==> config.mk <==
export PLATFORM = sky130hd
export DESIGN_NAME = binary_down_counter
export DESIGN_NICKNAME = d
export VERILOG_FILES = /design/src/rtl/binary_down_counter.sv
export SDC_FILE = /design/constraint.sdc
export NUM_CORES = 1
export LEC_CHECK = 0
export CAP_MARGIN = 5
export CORE_MARGIN = 3
export CORE_UTILIZATION = 40
export CTS_CLUSTER_SIZE = 20
export DETAILED_ROUTE_END_ITERATION = 10
export PLACE_DENSITY = 0.73
export SLEW_MARGIN = 20
export SYNTH_ARGS = -nofsm -noshare
export SYNTH_HDL_FRONTEND = slang
export SYNTH_SLANG_ARGS = --single-unit
==> constraint.sdc <==
create_clock -name clk -period 3.5 [get_ports clk]
set_input_delay 0.35 -clock clk [delete_from_list [all_inputs] [get_ports clk]]
set_output_delay 0.35 -clock clk [all_outputs]
set_load 0.1 [all_outputs]
==> src/rtl/binary_down_counter.sv <==
// Loadable down-counter/timer with IDLE/RUN/DONE control and a one-cycle terminal-count pulse.
// Define DOWN_COUNTER_RELOAD_EN for auto-reload (periodic tc); the default build is one-shot.
module binary_down_counter #(
    parameter int WIDTH = 6
) (
    input  logic             clk,
    input  logic             rst,
    input  logic             start,
    input  logic [WIDTH-1:0] start_val,
    input  logic             en,
    input  logic             abort,
    output logic [WIDTH-1:0] count,
    output logic             busy,
    output logic             done,
    output logic             tc
);

    typedef enum logic [1:0] {
        IDLE = 2'd0,
        RUN  = 2'd1,
        DONE = 2'd2
    } state_t;

    state_t           state_reg, state_next;
    logic [WIDTH-1:0] count_reg, count_next;
    logic [WIDTH-1:0] reload_reg, reload_next;
    logic             tc_reg, tc_next;
    logic             busy_reg, done_reg;

    always_ff @(posedge clk or negedge rst) begin
        if (!rst) begin
            state_reg  <= IDLE;
            count_reg  <= '0;
            reload_reg <= '0;
            tc_reg     <= 1'b0;
            busy_reg   <= 1'b0;
            done_reg   <= 1'b0;
        end else begin
            state_reg  <= state_next;
            count_reg  <= count_next;
            reload_reg <= reload_next;
            tc_reg     <= tc_next;
            busy_reg   <= (state_next == RUN);
            done_reg   <= (state_next == DONE);
        end
    end

    always_comb begin
        state_next  = state_reg;
        count_next  = count_reg;
        reload_next = reload_reg;
        tc_next     = 1'b0;

        if (abort) begin
            state_next = IDLE;
            count_next = '0;
        end else if (start) begin
            if (start_val != '0) begin
                count_next  = start_val;
                reload_next = start_val;
                state_next  = RUN;
            end else begin
                // A zero load is already expired: go straight to DONE with a tc pulse.
                count_next = '0;
                state_next = DONE;
                tc_next    = 1'b1;
            end
        end else if (state_reg == RUN && en) begin
            if (count_reg > WIDTH'(1)) begin
                count_next = count_reg - WIDTH'(1);
            end else if (count_reg == WIDTH'(1)) begin
                count_next = '0;
                tc_next    = 1'b1;
`ifdef DOWN_COUNTER_RELOAD_EN
                state_next = RUN;
`else
                state_next = DONE;
`endif
            end else begin
`ifdef DOWN_COUNTER_RELOAD_EN
                // Count rests at 0 for one enabled cycle after tc, then reloads.
                count_next = reload_reg;
`else
                count_next = count_reg;
`endif
            end
        end
    end

    assign count = count_reg;
    assign busy  = busy_reg;
    assign done  = done_reg;
    assign tc    = tc_reg;

endmodule

==> out/results.ini, run 1 <==
[yosys]
synth_top_family_by_area = compound AO/OA/AOI/OAI gates
yosysWarnings = 0
synthMuxAreaShare = 0.0158
synth-simple-area-share = 0.254
synth-xor-area-share = 0
synthDistinctLibCells = 31
synth_area_per_cell_um2 = 9.65
ys_seq_elements = 11
synth_area_um2 = 714
ys_seq_area_frac = 0.385
synth_compound_area_frac = 0.263
synth_fa_ha_area_frac = 0.0350
syn-instance-count = 74
synth.net_count = 87

[worst_hold_path]
holdCritPathClass = in2async

[cts]
cts_buffers = 3
clk_pin_slew_ns = 0.08
clockRootBuffer = clkbuf_4
cts_tree = done
clock_sinks = 11
worstSkewPairLatency_ns = 0.28
cts_post_setup_buffers_inserted = 0
cts-hold-fix-buffers = 0
h-tree-depth = 1
cts_buffer_depth = 2
post_cts_resized = 0

[detailed_routing]
wl_per_cell_um = 13.8
drc = 0
drtIter0Drc = 16
wirelength_mm = 1.62
vias = 649
drtAntennaViolNets = 0
first_pass_iters = 4
vias_per_cell = 5.50

[sta]
report.final.hold_viol_count = 0
setup_violations = 0
tightest_slew_ns = 0.968
finalCritPeriodShare = 0.661
period_needed_ns = 2.31
rsz0062_at_grt = no
slew_viol_final = 0
timing.fmax_mhz = 432
clock_skew_ns = 0.00655
setup_tns_ns = 0
hold_ws_ns = 0.405
maxSlewHeadroom = 0.352

[critical_path]
cp.required_ns = 3.15
critPathMaxFanout = 9
path_cells = clkdlybuf4s50_1
criticalPathCategory = reg2out
critical_path_arrival_ns = 1.96
crit_family = buffers and inverters
crit_path_end_kind = output pin
cp_slowest_cell = clkdlybuf4s50_1
startpoint_type = flip-flop
max_stage_delay_ns = 1.19
cp.buffers_inverters = 1

[die]
die_y_um = 48.3
pin_count = 20
initial_core_util = 0.448
dieWidth_um = 48.3
fp-row-count = 14
core_area_um2 = 1590
die_area_um2 = 2330

[cells_and_area]
fin_nets = 108
diodes = 0
layout-drive-gt1-share = 0.117
syn_to_final_growth_pct = 31.9
fin_area_um2 = 942
largest_reg_flops = 6

[place]
post_dp_cell_area_um2 = 916
hpwl_mm = 1.21
place_congestion = 0.765
io_buffers = 19

[pwr]
peakVddDrop_mv = 0.227
power_density_nw_per_um2 = 457
power_leakage_nw = 0.364

[global_route]
grt_pass1_wl_mm = 2.61
grt_usage = 0.172
grt_pass1_vias = 600
antenna_found_initial = 0
grt_max_degree = 19
grt.overflow.total = 0

[run]
drv_cap = 0

[outcome]
status = complete, no violations

-- cell type report --
| class | count | area, um^2 |
|---|---|---|
| Fill cell | 137 | 652 |
| Multi-Input combinational cell | 56 | 405 |
| Sequential cell | 11 | 275 |
| Timing Repair Buffer | 19 | 190 |
| Tap cell | 24 | 30.0 |
| Clock buffer | 4 | 26.3 |
| Inverter | 4 | 15.0 |
-- cell usage in the layout (no fill, tap or decap), drive strengths merged, types with 3 or more instances in the layout --
master / synthesis / routed
inv: 4 / 4
nor3: 5 / 5
nand2: 4 / 4
clkbuf: 2 / 4
a221oi: 4 / 4
dfrtp: 11 / 11
a21oi: 4 / 4
or4: 3 / 3
clkdlybuf4s50: 0 / 19
nor2: 6 / 6
o21ai: 3 / 3
a211oi: 3 / 3
nor2b: 4 / 4
-- cells in the mapped netlist (all sizes together) --
cell / n / area share
or3b: 1 / 0.016
o211ai: 2 / 0.021
o31ai: 2 / 0.035
nor4: 1 / 0.0088
ha: 2 / 0.035
o22a: 1 / 0.012
o21a: 1 / 0.011
mux2: 1 / 0.016
a221oi: 4 / 0.058
nor2: 6 / 0.032
and3b: 1 / 0.012
nor4b: 1 / 0.012
nand3b: 1 / 0.011
nand2: 4 / 0.021
a31oi: 2 / 0.018
buf: 1 / 0.016
nand2b: 2 / 0.018
nand4b: 1 / 0.012
clkbuf: 2 / 0.011
nor3: 5 / 0.035
a21oi: 4 / 0.028
inv: 4 / 0.021
o22ai: 1 / 0.028
dfrtp: 11 / 0.39
a211oi: 3 / 0.032
o21ai: 3 / 0.021
nor2b: 4 / 0.035
or4: 3 / 0.042
-- per-layer routing --
| layer | share of wire | GRT usage | vias up |
|---|---|---|---|
| met5 | 0 | 0 | - |
| met4 | 0.025 | 0.113 | 0 |
| met3 | 0.057 | 0.0369 | 5 |
| met2 | 0.46 | 0.273 | 22 |
| met1 | 0.46 | 0.207 | 299 |
| li1 | - | - | 323 |
-- where the power goes --
part	leakage [nW]	switching, mW	internal [mW]
logic	0.205	0.123	0.0641
registers	0.144	0.0157	0.138
clock network	0.0150	0.0455	0.0442
total	0.364	0.184	0.246
-- worst paths after layout --
| kind | startpoint | to | slack (ns) | cells after the start |
|---|---|---|---|---|
| min in group clk | state_reg[1] | state_reg[1] | 0.58 | 2 |
| worst min-delay path | rst | count[5] | 0.40 | 1 |
| worst max register to register | count[0] | count[4] | 1.62 | 6 |
| worst max-delay path | count[4] | count[4] | 1.19 | 1 |
| worst min register to register | state_reg[1] | state_reg[1] | 0.58 | 2 |
| max in group asynchronous | rst | state_reg[0] | 2.75 | 1 |
-- cell families (layout without fill, tap and decap cells) --
group	Yosys count	in the layout
AOI/OAI and AO/OA	23	23
buffers and inverters	7	27
and+or+nand+nor	30	30
muxes	1	1
adders and majority gates	2	2
DFF	11	11
-- through the flow --
step / utilization / cells / total power [mW] / worst slack (ns)
finish: 0.591 / 118 / 0.430 / 1.19
global route: 0.591 / 118 / 0.453 / 1.13
CTS: 0.591 / 118 / 0.433 / 1.18
detailed placement: 0.575 / 114 / 0.343 / 1.11
global placement: 0.575 / 114 / 0.341 / 1.16
floorplan: - / 74 / 0.294 / 1.16
Power figures use the tool's default switching activity.
==> run 2: changes to the inputs <==
clock period = 2.15 ns   (was 3.5 ns; I/O delays follow)
==> run 2 against run 1 <==
Effect of this change:
- hold slack worse by 0.14 ns
- sequential power grew 64%
- final cell count up 0.85%
- clock skew fell by 0.0027 ns
- largest power group unchanged
- clock power is 66% higher
- register-to-register slack worse by 1.3 ns
- final area fell by 1.3%
- utilization is 0.78 points lower
- critical path type is now reg2reg
- sequential share of layout area rose by 0.66 points
- global-route usage is 0.50 points lower
- flip-flop and latch count stayed put
- via count rose by 1.1%
- highest routed layer unchanged
==> out/results.ini, run 2 (synthesis gave the netlist of run 1 again) <==
[outcome]
status = complete, no violations

[die]
die_area_um2 = 2330
die_y_um = 48.3
initial_core_util = 0.448
pin_count = 20
dieWidth_um = 48.3
core_area_um2 = 1590
fp-row-count = 14

[cells_and_area]
mostFrequentLayoutCells = 10 x clkdlybuf4s50_1, 10 x buf_4, 9 x dfrtp_1
layout-drive-gt1-share = 0.242
diodes = 0
fin_area_um2 = 930
fillers = 143
fin_cells = 119
largest_reg_flops = 6
fin_nets = 109
syn_to_final_growth_pct = 30.1

[sta]
setup_tns_ns = 0
maxSlewHeadroom = 0.670
report.final.hold_viol_count = 0
period_needed_ns = 1.84
slew_viol_final = 0
finalCritPeriodShare = 0.854
tightest_slew_ns = 0.493
setup_violations = 0
setup_ws_ns = 0.315
timing.fmax_mhz = 545
rsz0062_at_grt = no
clock_skew_ns = 0.00386

[detailed_routing]
vias = 656
drc = 0
wl_per_cell_um = 14.3
vias_per_cell = 5.51
first_pass_iters = 4
wirelength_mm = 1.70
drtAntennaViolNets = 0
drtIter0Drc = 8

[place]
pre_cts_ws_ns = 0.308
io_buffers = 19
hpwl_mm = 1.25
post_dp_cell_area_um2 = 903
place_congestion = 0.725
dp_cells = 115

[pwr]
p_int_mw = 0.397
p_comb_frac = 0.430
clockPowerShare = 0.212
power_density_nw_per_um2 = 755
power_leakage_nw = 0.380
power_switching_mw = 0.305
seq_power_share = 0.358
switching_share = 0.435
peakVddDrop_mv = 0.565

[critical_path]
crit_family = compound AO/OA/AOI/OAI gates
max_stage_delay_ns = 0.43
criticalPathCategory = reg2reg
critPathMaxFanout = 6
cp.required_ns = 2.33
cp_slowest_cell = dfrtp_2
crit_path_end_kind = flip-flop
startpoint_type = flip-flop
critical_path_arrival_ns = 2.01
cp.buffers_inverters = 1
path_cells = inv_1 -> ha_1 -> or3b_4 -> o22ai_4 -> a221oi_1 -> a211oi_1

[cts]
cts_post_setup_buffers_inserted = 0
post_cts_resized = 0
cts_tree = done
worstSkewPairLatency_ns = 0.27
clk_pin_slew_ns = 0.08
cts-hold-fix-buffers = 0
cts_buffers = 3
cts_buffer_depth = 2
clock_sinks = 11
clockRootBuffer = clkbuf_4
h-tree-depth = 1

[global_route]
grt_max_degree = 18
grt_usage = 0.167
grt_pass1_vias = 589
antenna_found_initial = 0
grt_pass1_wl_mm = 2.63
grt.overflow.total = 0

[worst_hold_path]
holdCritPathClass = in2async

[run]
drv_cap = 0

## run 2: cell count changes in the layout (fill, tap and decap cells not counted), sizes merged
cell,delta
buf,+10
clkdlybuf4s50,-9
## run 2: cell type report
cell class	count	area [um^2]	area share
clock buffers	4	26.3	0.0283
inverters	4	15.0	0.0162
multi-input cells	56	405	0.436
flip-flops and latches	11	278	0.299
well taps	24	30.0	0.0323
repair buffers	20	175	0.188
## run 2: routing by layer
metal	track usage	wire, um	vias up
met5	0	0	-
met4	0.0806	32	0
met3	0.0369	111	4
met2	0.237	770	22
met1	0.236	787	305
li1	-	-	325
## run 2: worst paths after layout
kind	cells past startpoint	startpoint	end	slack, ns
min in group clk	3	start_val[5]	count[5]	0.56
worst max register to register	6	count[1]	count[1]	0.31
max in group asynchronous	1	rst	count[0]	1.52
worst min-delay path	1	rst	count[5]	0.27
worst max-delay path	6	count[1]	count[1]	0.31
worst min register to register	2	state_reg[1]	state_reg[1]	0.57
## run 2: per-stage QoR
stage,hold WS [ns],utilization,power [mW]
global route,0.288,0.583,0.740
floorplan,-0.0806,-,0.480
detailed placement,0.566,0.567,0.556
global placement,0.567,0.567,0.553
CTS,0.287,0.583,0.705
finish,0.267,0.583,0.701
## run 2: power by group through the flow
| stage | logic (mW) | clock network (mW) | registers [mW] |
|---|---|---|---|
| after CTS | 0.302 | 0.153 | 0.250 |
| after floorplan | 0.119 | 0 | 0.361 |
| after detailed placement | 0.301 | 0 | 0.254 |
| final | 0.302 | 0.149 | 0.251 |
| after global placement | 0.300 | 0 | 0.253 |
| after global routing | 0.320 | 0.166 | 0.254 |
